==> src/rtl/uart_rx.sv <==
// rtl/uart_rx.sv - 9-bit UART receiver with mid-bit oversampling and a valid/ack output
// Frame: start(0), 9 data bits LSB first, stop(1); idle line high.
module uart_rx #(
  parameter int CLK_HZ      = 25_000_000,
  parameter int BAUD_RATE   = 9600,
  parameter int SAMPLE_RATE = 16
) (
  input  logic       clock,
  input  logic       reset_n,
  input  logic       rx,
  output logic [8:0] data,
  output logic       data_valid,
  input  logic       data_ack,
  output logic       framing_error,
  output logic       overrun,
  output logic       busy
);

  localparam int DIVISOR = CLK_HZ / (BAUD_RATE * SAMPLE_RATE);
  localparam int DIV_W   = (DIVISOR > 1) ? $clog2(DIVISOR) : 1;
  localparam int SAMP_W  = $clog2(SAMPLE_RATE);
  localparam logic [DIV_W-1:0]  DIV_LAST  = DIV_W'(DIVISOR - 1);
  localparam logic [SAMP_W-1:0] SAMP_MID  = SAMP_W'(SAMPLE_RATE / 2 - 1);
  localparam logic [SAMP_W-1:0] SAMP_LAST = SAMP_W'(SAMPLE_RATE - 1);

  typedef enum logic [2:0] {S_IDLE, S_START, S_DATA, S_STOP, S_BREAK} state_t;

  state_t              r_state;
  logic [1:0]          r_sync;
  logic [DIV_W-1:0]    r_div_cnt;
  logic [SAMP_W-1:0]   r_samp_cnt;
  logic [3:0]          r_bit_cnt;
  logic [8:0]          r_shreg;
  logic [8:0]          r_data;
  logic                r_data_valid;
  logic                r_framing_error;
  logic                r_overrun;

  logic w_rx_s;
  logic w_tick;

  assign w_rx_s = r_sync[1];
  assign w_tick = (r_div_cnt == DIV_LAST);

  assign data          = r_data;
  assign data_valid    = r_data_valid;
  assign framing_error = r_framing_error;
  assign overrun       = r_overrun;
  assign busy          = (r_state != S_IDLE);

  always_ff @(posedge clock or negedge reset_n) begin
    if (!reset_n) begin
      r_state         <= S_IDLE;
      r_sync          <= 2'b11;
      r_div_cnt       <= '0;
      r_samp_cnt      <= '0;
      r_bit_cnt       <= '0;
      r_shreg         <= '0;
      r_data          <= '0;
      r_data_valid    <= 1'b0;
      r_framing_error <= 1'b0;
      r_overrun       <= 1'b0;
    end else begin
      r_sync          <= {r_sync[0], rx};
      r_framing_error <= 1'b0;
      r_overrun       <= 1'b0;

      if (r_data_valid && data_ack)
        r_data_valid <= 1'b0;

      if (r_state == S_IDLE || r_state == S_BREAK || w_tick)
        r_div_cnt <= '0;
      else
        r_div_cnt <= r_div_cnt + 1'b1;

      // A load later in this block overrides the ack clear: the new word wins.
      case (r_state)
        S_IDLE: begin
          if (!w_rx_s) begin
            r_state    <= S_START;
            r_samp_cnt <= '0;
          end
        end
        S_START: begin
          if (w_tick) begin
            if (r_samp_cnt == SAMP_MID) begin
              r_samp_cnt <= '0;
              r_bit_cnt  <= '0;
              r_state    <= w_rx_s ? S_IDLE : S_DATA;
            end else begin
              r_samp_cnt <= r_samp_cnt + 1'b1;
            end
          end
        end
        S_DATA: begin
          if (w_tick) begin
            if (r_samp_cnt == SAMP_LAST) begin
              r_samp_cnt <= '0;
              r_shreg    <= {w_rx_s, r_shreg[8:1]};
              if (r_bit_cnt == 4'd8)
                r_state <= S_STOP;
              else
                r_bit_cnt <= r_bit_cnt + 1'b1;
            end else begin
              r_samp_cnt <= r_samp_cnt + 1'b1;
            end
          end
        end
        S_STOP: begin
          if (w_tick) begin
            if (r_samp_cnt == SAMP_LAST) begin
              r_samp_cnt <= '0;
              if (w_rx_s) begin
                r_data       <= r_shreg;
                r_data_valid <= 1'b1;
                r_overrun    <= r_data_valid && !data_ack;
                r_state      <= S_IDLE;
              end else begin
                r_framing_error <= 1'b1;
                r_state         <= S_BREAK;
              end
            end else begin
              r_samp_cnt <= r_samp_cnt + 1'b1;
            end
          end
        end
        S_BREAK: begin
          if (w_rx_s)
            r_state <= S_IDLE;
        end
        default: r_state <= S_IDLE;
      endcase
    end
  end

endmodule
==> config.mk <==
export PLATFORM = sky130hd
export DESIGN_NAME = uart_rx
export DESIGN_NICKNAME = d
export VERILOG_FILES = /design/src/rtl/uart_rx.sv
export SDC_FILE = /design/constraint.sdc
export NUM_CORES = 1
export LEC_CHECK = 0
export CELL_PAD_IN_SITES_DETAIL_PLACEMENT = 0
export CELL_PAD_IN_SITES_GLOBAL_PLACEMENT = 2
export CORE_ASPECT_RATIO = 0.8
export CORE_MARGIN = 4
export CORE_UTILIZATION = 40
export CTS_BUF_LIST = sky130_fd_sc_hd__clkbuf_8
export DETAILED_ROUTE_END_ITERATION = 10
export PLACE_DENSITY_LB_ADDON = 0.1
export SKIP_LAST_GASP = 1
export SLEW_MARGIN = 25
export SYNTH_ARGS = -nofsm -noshare
export SYNTH_HDL_FRONTEND = slang
export SYNTH_SLANG_ARGS = --single-unit
==> constraint.sdc <==
create_clock -name clock -period 2.3 [get_ports clock]
set_clock_uncertainty 0.05 [all_clocks]
set_input_delay 0.345 -clock clock [delete_from_list [all_inputs] [get_ports clock]]
set_output_delay 0.345 -clock clock [all_outputs]
set_load 0.005 [all_outputs]
Yosys cells after proc, flatten, opt, wreduce, memory -nomap -nowiden
Index checks and enable logic that the tools add are counted.
{"block": "op_classes", "addsub": 3, "eq_ne": 19, "muxes": 38, "reduce_logical": 15}
{"cell": "$mux 4", "count": 10}
{"cell": "$mux 3", "count": 10}
{"cell": "$ne 2x2->1 const B", "count": 10}
{"cell": "$pmux 3 s5", "count": 1}
{"cell": "$mux 1", "count": 13}
{"cell": "$pmux 4 s3", "count": 1}
{"cell": "$reduce_and 9->1", "count": 1}
{"cell": "$add 4x1->4 const B", "count": 2}
{"cell": "$add 8x1->8 const B", "count": 1}
{"cell": "$eq 4x4->1 const B", "count": 2}
{"cell": "$eq 8x8->1 const B", "count": 1}
{"cell": "$mux 8", "count": 1}
{"cell": "$pmux 4 s2", "count": 1}
{"cell": "$reduce_and 4->1", "count": 2}
{"cell": "$eq 3x2->1 const B", "count": 2}
{"cell": "$reduce_and 6->1", "count": 1}
{"cell": "$reduce_bool 3->1", "count": 2}
{"cell": "$eq 4x3->1 const B", "count": 1}
{"cell": "$eq 3x1->1 const B", "count": 1}
{"cell": "$eq 3x3->1 const B", "count": 1}
{"cell": "$logic_not 3->1", "count": 1}
{"cell": "$reduce_and 3->1", "count": 1}
{"cell": "$logic_and 1x1->1", "count": 2}
{"cell": "$logic_or 1x1->1", "count": 2}
{"cell": "5 further kinds", "count": 5}
{"block": "totals", "reg_bits": 42, "input_bits": 4, "out_inout_bits": 13, "wordCells": 85}

Depth between registers and ports, before layout
{"block": "logic_depth", "ltp_word": 6, "ltp_mapped": 7, "mapped_depth_nobuf": 6}

Worst setup path before layout
OpenSTA, ideal clock, no wires.
{"block": "synth_path", "path_type": "register to register", "startpoint": "register r_div_cnt[1]", "endpoint": "register r_shreg[0]", "setup_ps": 125, "arrival_time_ps": 1757, "t_required_ps": 2125, "slack_ps": 368, "path_stages_with_launch": 8, "path_buffers": 1, "period_less_slack_ps": 1932, "path_cell_list": "dfrtp_1 -> inv_1 -> ha_1 -> and4bb_1 -> nand2_2 -> or3_1 -> buf_6 -> mux2_4"}
{"block": "synth_via", "elab_chain_cells": 2}
{"item": "start, declared", "line_no": "30", "source": "logic [DIV_W-1:0] r_div_cnt;"}
{"item": "start signal, assigned", "line_no": "74", "source": "r_div_cnt <= r_div_cnt + 1'b1;"}
{"item": "$eq 8x8->1", "line_no": "43", "source": "assign w_tick = (r_div_cnt == DIV_LAST);"}
{"item": "$reduce_and 3->1 (no line)"}
{"item": "end signal, assigned", "line_no": "99", "source": "r_shreg <= {w_rx_s, r_shreg[8:1]};"}
{"item": "end, declared", "line_no": "33", "source": "logic [8:0] r_shreg;"}
Every way passes these cells.
A chain may end at the register's enable or synchronous reset.

Worst setup path in the final report
{"block": "layout_path", "startpoint": "register r_state[2]", "endpoint": "output port busy"}
{"block": "layout_via", "elab_chain_cells": 1}
{"item": "start, declared", "line_no": "28", "source": "state_t r_state;"}
{"item": "start signal, assigned", "line_no": "89", "source": "r_state <= w_rx_s ? S_IDLE : S_DATA;"}
{"item": "$reduce_bool 3->1", "line_no": "49", "source": "assign busy = (r_state != S_IDLE);"}
{"item": "end, declared", "line_no": "16", "source": "output logic busy"}
Every way passes these cells.

==> summary by stage <==
Outcome
The flow ran to the end, and the final reports show no timing, DRC or antenna violations.

Timing
The max-slew violation total from the final report is 0. Based on the critical path, the design can be clocked at up to 478.4 MHz. The worst-case headroom to the max-slew limit is 69.16%. The post-layout minimum cycle time is 2.090 ns. The sum of negative setup slack is 0 ns. The actual transition at the worst max-transition pin is 0.4595 ns.

Setup repair after global routing left no endpoint under its margin. The worst path uses 90.89% of the clock period. Setup violations remaining at the end of the flow were counted as 0. The final number of hold-violating endpoints is 0.

CTS
No sink is reached through more buffers than the 2 on the longest clock path. The clock insertion delay at the later pin of the skew report is 0.30 ns. The number of buffers created by CTS is 5.

The CTS tree is done. The maximum level of the CTS H-tree is 2. The tree built by TritonCTS fans out to 42 sinks.

Clock tree synthesis selected as its root buffer the cell sky130_fd_sc_hd__clkbuf_8. In this run the post-CTS setup repair buffer count came out at 0. Clock-pin slew was measured on the worst setup and hold paths at 0.08 ns.

Detailed routing
The number of iterations in the first detailed-routing pass is 4. The count of nets left with antenna violations once routing finished came out at 0. In the routed design, unresolved DRC markers number 0. The routed design has 3980 um of wire. The average wire per cell in the routed design is 15.13 um. The number of design-rule violations left by the first detailed-router iteration is 113. The total number of vias is 1411.

Using the TritonRoute via totals, the vias-per-cell ratio works out to 5.365.

Setup path
For the worst setup path, the data arrival time is 1.70 ns. The critical path required time is 1.90 ns. The setup path with the least slack is of type reg2out. The startpoint type of the worst setup path is a register. Of all nets on the critical path, the largest fanout is 15.

The critical path endpoint category is an output port.

Flow run
The tool flagged a number of max-cap violations equal to 0.

Pwr
In this run the static leakage power is 1.101 nW. VDD sags by at most 347.8 uV. Power spread over the standard cell area amounts to 515.0 mW/mm^2. The completed layout was analyzed and its total power is 1.244 mW.

Yosys
The number of synthesized flops with an enable pin is 0. In the post-synthesis netlist, the biggest area contributors are sky130_fd_sc_hd__dfrtp_1 49%, sky130_fd_sc_hd__mux2_4 6.6%, sky130_fd_sc_hd__mux2_2 5.0%, sky130_fd_sc_hd__ha_1 3.1%, sky130_fd_sc_hd__xor2_1 3.0%. The dominant register cell in the synthesized netlist is sky130_fd_sc_hd__dfrtp_1.

After technology mapping, the gate count stands at 177. Dividing the synthesized area by the synthesized cell count gives 11.54 um^2. The share of synthesized area occupied by flip-flops and latches is 51.59%.

The number of unique standard cell types used by synthesis is 47. After synthesis, the share of flip-flops with an asynchronous set or reset is 100.0%. The largest total area in the synthesized netlist belongs to sky130_fd_sc_hd__dfrtp_1. The total nets after synthesis is 186.

For this run, the number of Yosys warnings is 0. The number of flip-flops and latches in the synthesized netlist is 42. The top cell type by area accounts for 49.02% of the synthesized area. By instance count, the leading cell after synthesis is sky130_fd_sc_hd__dfrtp_1. The post-synthesis instance area is 0.002042 mm^2.

Counting instances in the post-synthesis netlist gives the leading cell types as 40 x sky130_fd_sc_hd__dfrtp_1, 14 x sky130_fd_sc_hd__nor2_1, 9 x sky130_fd_sc_hd__mux2_2, 9 x sky130_fd_sc_hd__mux2_4, 9 x sky130_fd_sc_hd__nand3_1.

Global routing
For met2 alone, demand over resource in global routing was 20.15%. The first global-routing pass estimated 6844 um of wire. The initial antenna violation count was 0. The via count of the first global-routing pass is 1436. The routing usage on met3 is 3.859%.

Summed over all layers, the global routing overflow is 0. For this run, global-route usage on met1 was measured as 19.65%. The aggregate global-route resource usage is 13.78%. The layer flagged by global routing as most heavily used is met2. The maximum number of pins on one net before global-route repair is 18.

Floorplanning
The die boundary height is 71.91 um. The standard-cell row count is 22. The area of the placeable core is 0.004762 mm^2. The initial utilization of the core area, before any placement, comes to 42.88%. The top-level I/O count is 17. The width of the chip is 87.88 um.

The die covers 0.006319 mm^2.

Worst hold path
The worst hold path belongs to the class reg2reg.

Placement
The final weighted congestion of routability-driven global placement is 0.7840. The number of cells after detailed placement is 254. The wire-length estimate of the detail-placed layout is 2823 um. During placement, the flow inserted port buffers numbering 16.

Finish
The net count of the finished layout is 211. The number of antenna diodes in the final layout is 0. The layout overhead on the synthesized area is 18.26%. The post-route non-filler standard cell count is 263.

The proportion of layout cells with a drive suffix above 1 is 22.66%.
## worst max-delay path: stages (launching register included)
cell                              delay [ns]
sky130_fd_sc_hd__dfrtp_1                0.40
sky130_fd_sc_hd__buf_4                  0.19
sky130_fd_sc_hd__or3_1                  0.37
sky130_fd_sc_hd__clkdlybuf4s50_1        0.45
## power breakdown
part           internal, mW  switching, mW
combinational       0.00830         0.0158
clock                 0.213          0.262
sequential            0.741        0.00291
total                 0.963          0.281
## path summary, 6_finish.rpt
check	slack, ns	from	end	cells after the start
max in group asynchronous	1.20	reset_n	r_div_cnt[1]	3
worst max-delay path	0.21	r_state[2]	busy	3
worst min register to register	0.31	r_sync[0]	r_sync[1]	0
min in group asynchronous	0.45	reset_n	data[0]	2
worst min-delay path	0.31	r_sync[0]	r_sync[1]	0
worst max register to register	0.25	r_div_cnt[3]	r_shreg[7]	5
## flip-flops by register name, summed over array words and instances (netlist names)
| register | flops |
|---|---|
| data | 9 |
| r_shreg | 9 |
| r_div_cnt | 8 |
| r_bit_cnt | 4 |
| r_samp_cnt | 4 |
| r_state | 3 |
| r_sync | 2 |
| data_valid | 1 |
| framing_error | 1 |
| overrun | 1 |
## kinds of logic after synthesis
kind of cell	synth area share, %
XOR/XNOR	3.861
buffers and inverters	3.309
multiplexers	12.07
adder cells (fa/ha/maj)	3.064
flip-flops	51.59
AO/OA/AOI/OAI	8.824
AND/OR/NAND/NOR	17.28
## layout make-up
class,instances,area (um^2)
Clock buffer,5,68.82
Clock inverter,3,21.27
Fill cell,426,2347
Inverter,6,22.52
Multi-Input combinational cell,120,920.9
Sequential cell,42,1054
Tap cell,60,75.07
Timing Repair Buffer,27,252.7
## metal layers
| metal | wire (um) | vias to the layer above |
|---|---|---|
| li1 | - | 682 |
| met5 | 0 | - |
| met4 | 48 | 0 |
| met3 | 204 | 7 |
| met1 | 1942 | 684 |
| met2 | 1783 | 38 |
## layout by cell type (no fill, tap or decap), types with 4 or more instances in the layout
cell type and n:
sky130_fd_sc_hd__nor2_1 14, sky130_fd_sc_hd__a31oi_1 4, sky130_fd_sc_hd__mux2_4 9, sky130_fd_sc_hd__clkbuf_8 5, sky130_fd_sc_hd__nand2_1 7, sky130_fd_sc_hd__dfrtp_1 40, sky130_fd_sc_hd__a21oi_1 4, sky130_fd_sc_hd__o21ai_0 4
sky130_fd_sc_hd__clkdlybuf4s50_1 15, sky130_fd_sc_hd__xor2_1 7, sky130_fd_sc_hd__inv_1 6, sky130_fd_sc_hd__ha_1 5, sky130_fd_sc_hd__mux2_2 9, sky130_fd_sc_hd__buf_4 9, sky130_fd_sc_hd__nand3_1 9, sky130_fd_sc_hd__o31ai_1 5
## through the flow
stage          setup slack (ns)  instance area, um^2  hold slack, ns  utilization, %
2_1_floorplan            0.3676                 2042      -0.0005911               -
3_3_place_gp             0.3001                 2315          0.2273           48.61
3_5_place_dp             0.2530                 2315          0.2442           48.61
4_1_cts                  0.1936                 2415          0.3163           50.71
5_1_grt                  0.1422                 2415          0.3215           50.71
6_report                 0.2095                 2415          0.3131           50.71
## what timing repair did
| action | in CTS | in global routing |
|---|---|---|
| gates resized for setup | 0 | 0 |
| setup endpoints to repair | 0 | 0 |
| hold buffers | 1 | 0 |
| hold endpoints to repair | 13 | 0 |
No activity file was read; power rests on OpenSTA's default activity.
==> edit, RTL diff (config.mk and constraints unchanged) <==
Reset style: synchronous (`reset_n`), changed in one clocked block.
--- a/src/rtl/uart_rx.sv
+++ b/src/rtl/uart_rx.sv
@@ -48,7 +48,7 @@
   assign overrun       = r_overrun;
   assign busy          = (r_state != S_IDLE);
 
-  always_ff @(posedge clock or negedge reset_n) begin
+  always_ff @(posedge clock) begin
     if (!reset_n) begin
       r_state         <= S_IDLE;
       r_sync          <= 2'b11;
Check against the original RTL: differs if reset_n is asserted again (counterexample within 4 cycles, from zero or initial values and one cycle with reset_n low); with reset_n held inactive, the same outputs for 10 cycles.
==> edit against the unedited design <==
Utilization decreased by 2.4 points; final area decreased by 7.5%; sequential power decreased by 1%; via count increased by 14%; synthesized area decreased by 5.3%; first-iteration DRC count decreased by 8.0%; count of clock-buffer cells in the layout increased by 1; total power increased by 2.2%; wire length increased by 2.2%; maximum frequency increased by 4.3%; setup slack improved by 0.086 ns; sequential cell count unchanged.
==> edit: results (changes against the unedited design) <==
Reg-to-reg slack, setup -> 0.39 ns (+0.14 ns)
VDD IR max -> 0.000329 V (-5.5%)
Leakage -> 0.823 nW (-25%)
Commonest cells in the netlist -> dfxtp_1, nand3_1, nor2_1, a21oi_1, o21ai_0
Seq/Total Area, Yosys -> 0.435 (-0.0810)
Slew margin rel. -> 0.710 (+0.0181)
Dpl ws -> 0.425 ns (+0.172 ns)
Hold endpoint -> r_sync[1]$_SDFF_PN1_
GRT Total Usage -> 0.144 (+0.00615)
Min-Delay Startpoint -> r_sync[0]$_SDFF_PN1_
DR vias/cell -> 5.59 (+4.1%)
Worst setup startpoint -> r_state[2]$_SDFFE_PN0P_
Largest net degree at the start of global routing -> 22 (+4)
Max Fanout on Critical Path -> 11 (-4)
Initial DRC count -> 104 (-8.0%)
Final instance area -> 0.00223 mm2 (-7.5%)
Post-DP Area -> 0.00214 mm2 (-7.6%)
Top Family by Delay on Critical Path -> flip-flops
First-pass GRT wire length -> 7.18 mm (+4.9%)
Layout net count -> 236 (+12%)
Synth Area per Inst -> 9.16 um2 (-21%)
Status -> finished, final reports clean
RD Place Congestion -> 0.836 (+6.6%)
Crit Reg-Reg Endpoint -> data[8]$_SDFFE_PN0P_
Number of global-route vias before repair -> 1,475 (+2.7%)
Reg2reg start -> r_div_cnt[0]$_SDFF_PP0_
Worst stage delay on the critical path -> 0.56 ns (+0.11 ns)
Vias -> 1,609 (+14%)
Critical-path cell with the highest stage delay -> dfxtp_1
Main area contributors after synthesis -> dfxtp_1, nand3_1, mux2i_1
Dpl cells -> 280 (+10%)
-- edit: metal layers --
layer | part of all wire | GRT usage | wire length, um | vias up
met4 | 0.0044 | 0.0387 | 18 | 0
met3 | 0.044 | 0.0436 | 179 | 2
met5 | 0 | 0 | 0 | -
met1 | 0.53 | 0.211 | 2160 | 767
li1 | - | - | - | 795
met2 | 0.42 | 0.202 | 1710 | 45
-- edit: cells by family after synthesis --
family | Yosys count | synth area share
multiplexers | 10 | 0.0518
buffers and inverters | 19 | 0.0466
adder cells (fa/ha/maj) | 5 | 0.0324
AND/OR/NAND/NOR | 84 | 0.252
AO/OA/AOI/OAI | 44 | 0.150
XOR/XNOR | 7 | 0.0317
flip-flops | 42 | 0.435
-- edit: worst max path at each step --
stage,to,depth (start not counted),slack [ns]
floorplan,r_state[1]$_SDFFE_PN0P_,5,0.59
global placement,data[7]$_SDFFE_PN0P_,5,0.49
detailed placement,r_bit_cnt[3]$_SDFFE_PN0P_,5,0.43
CTS,busy,3,0.27
global route,data[4]$_SDFFE_PN0P_,5,0.16
finish,busy,3,0.30
-- edit: final cells by class --
class | count | share of cell area
multi-input combinational | 150 | 0.449
inverter | 8 | 0.0134
sequential | 42 | 0.376
timing repair buffer | 20 | 0.0852
clock buffer | 6 | 0.0370
clock inverter | 2 | 0.00560
tap | 60 | 0.0336
-- edit: power breakdown --
part	switching, mW	leakage, nW	total [mW]	internal [mW]
registers	0.00374	0.339	0.733	0.729
logic	0.0281	0.438	0.0440	0.0160
clock network	0.253	0.0472	0.494	0.241
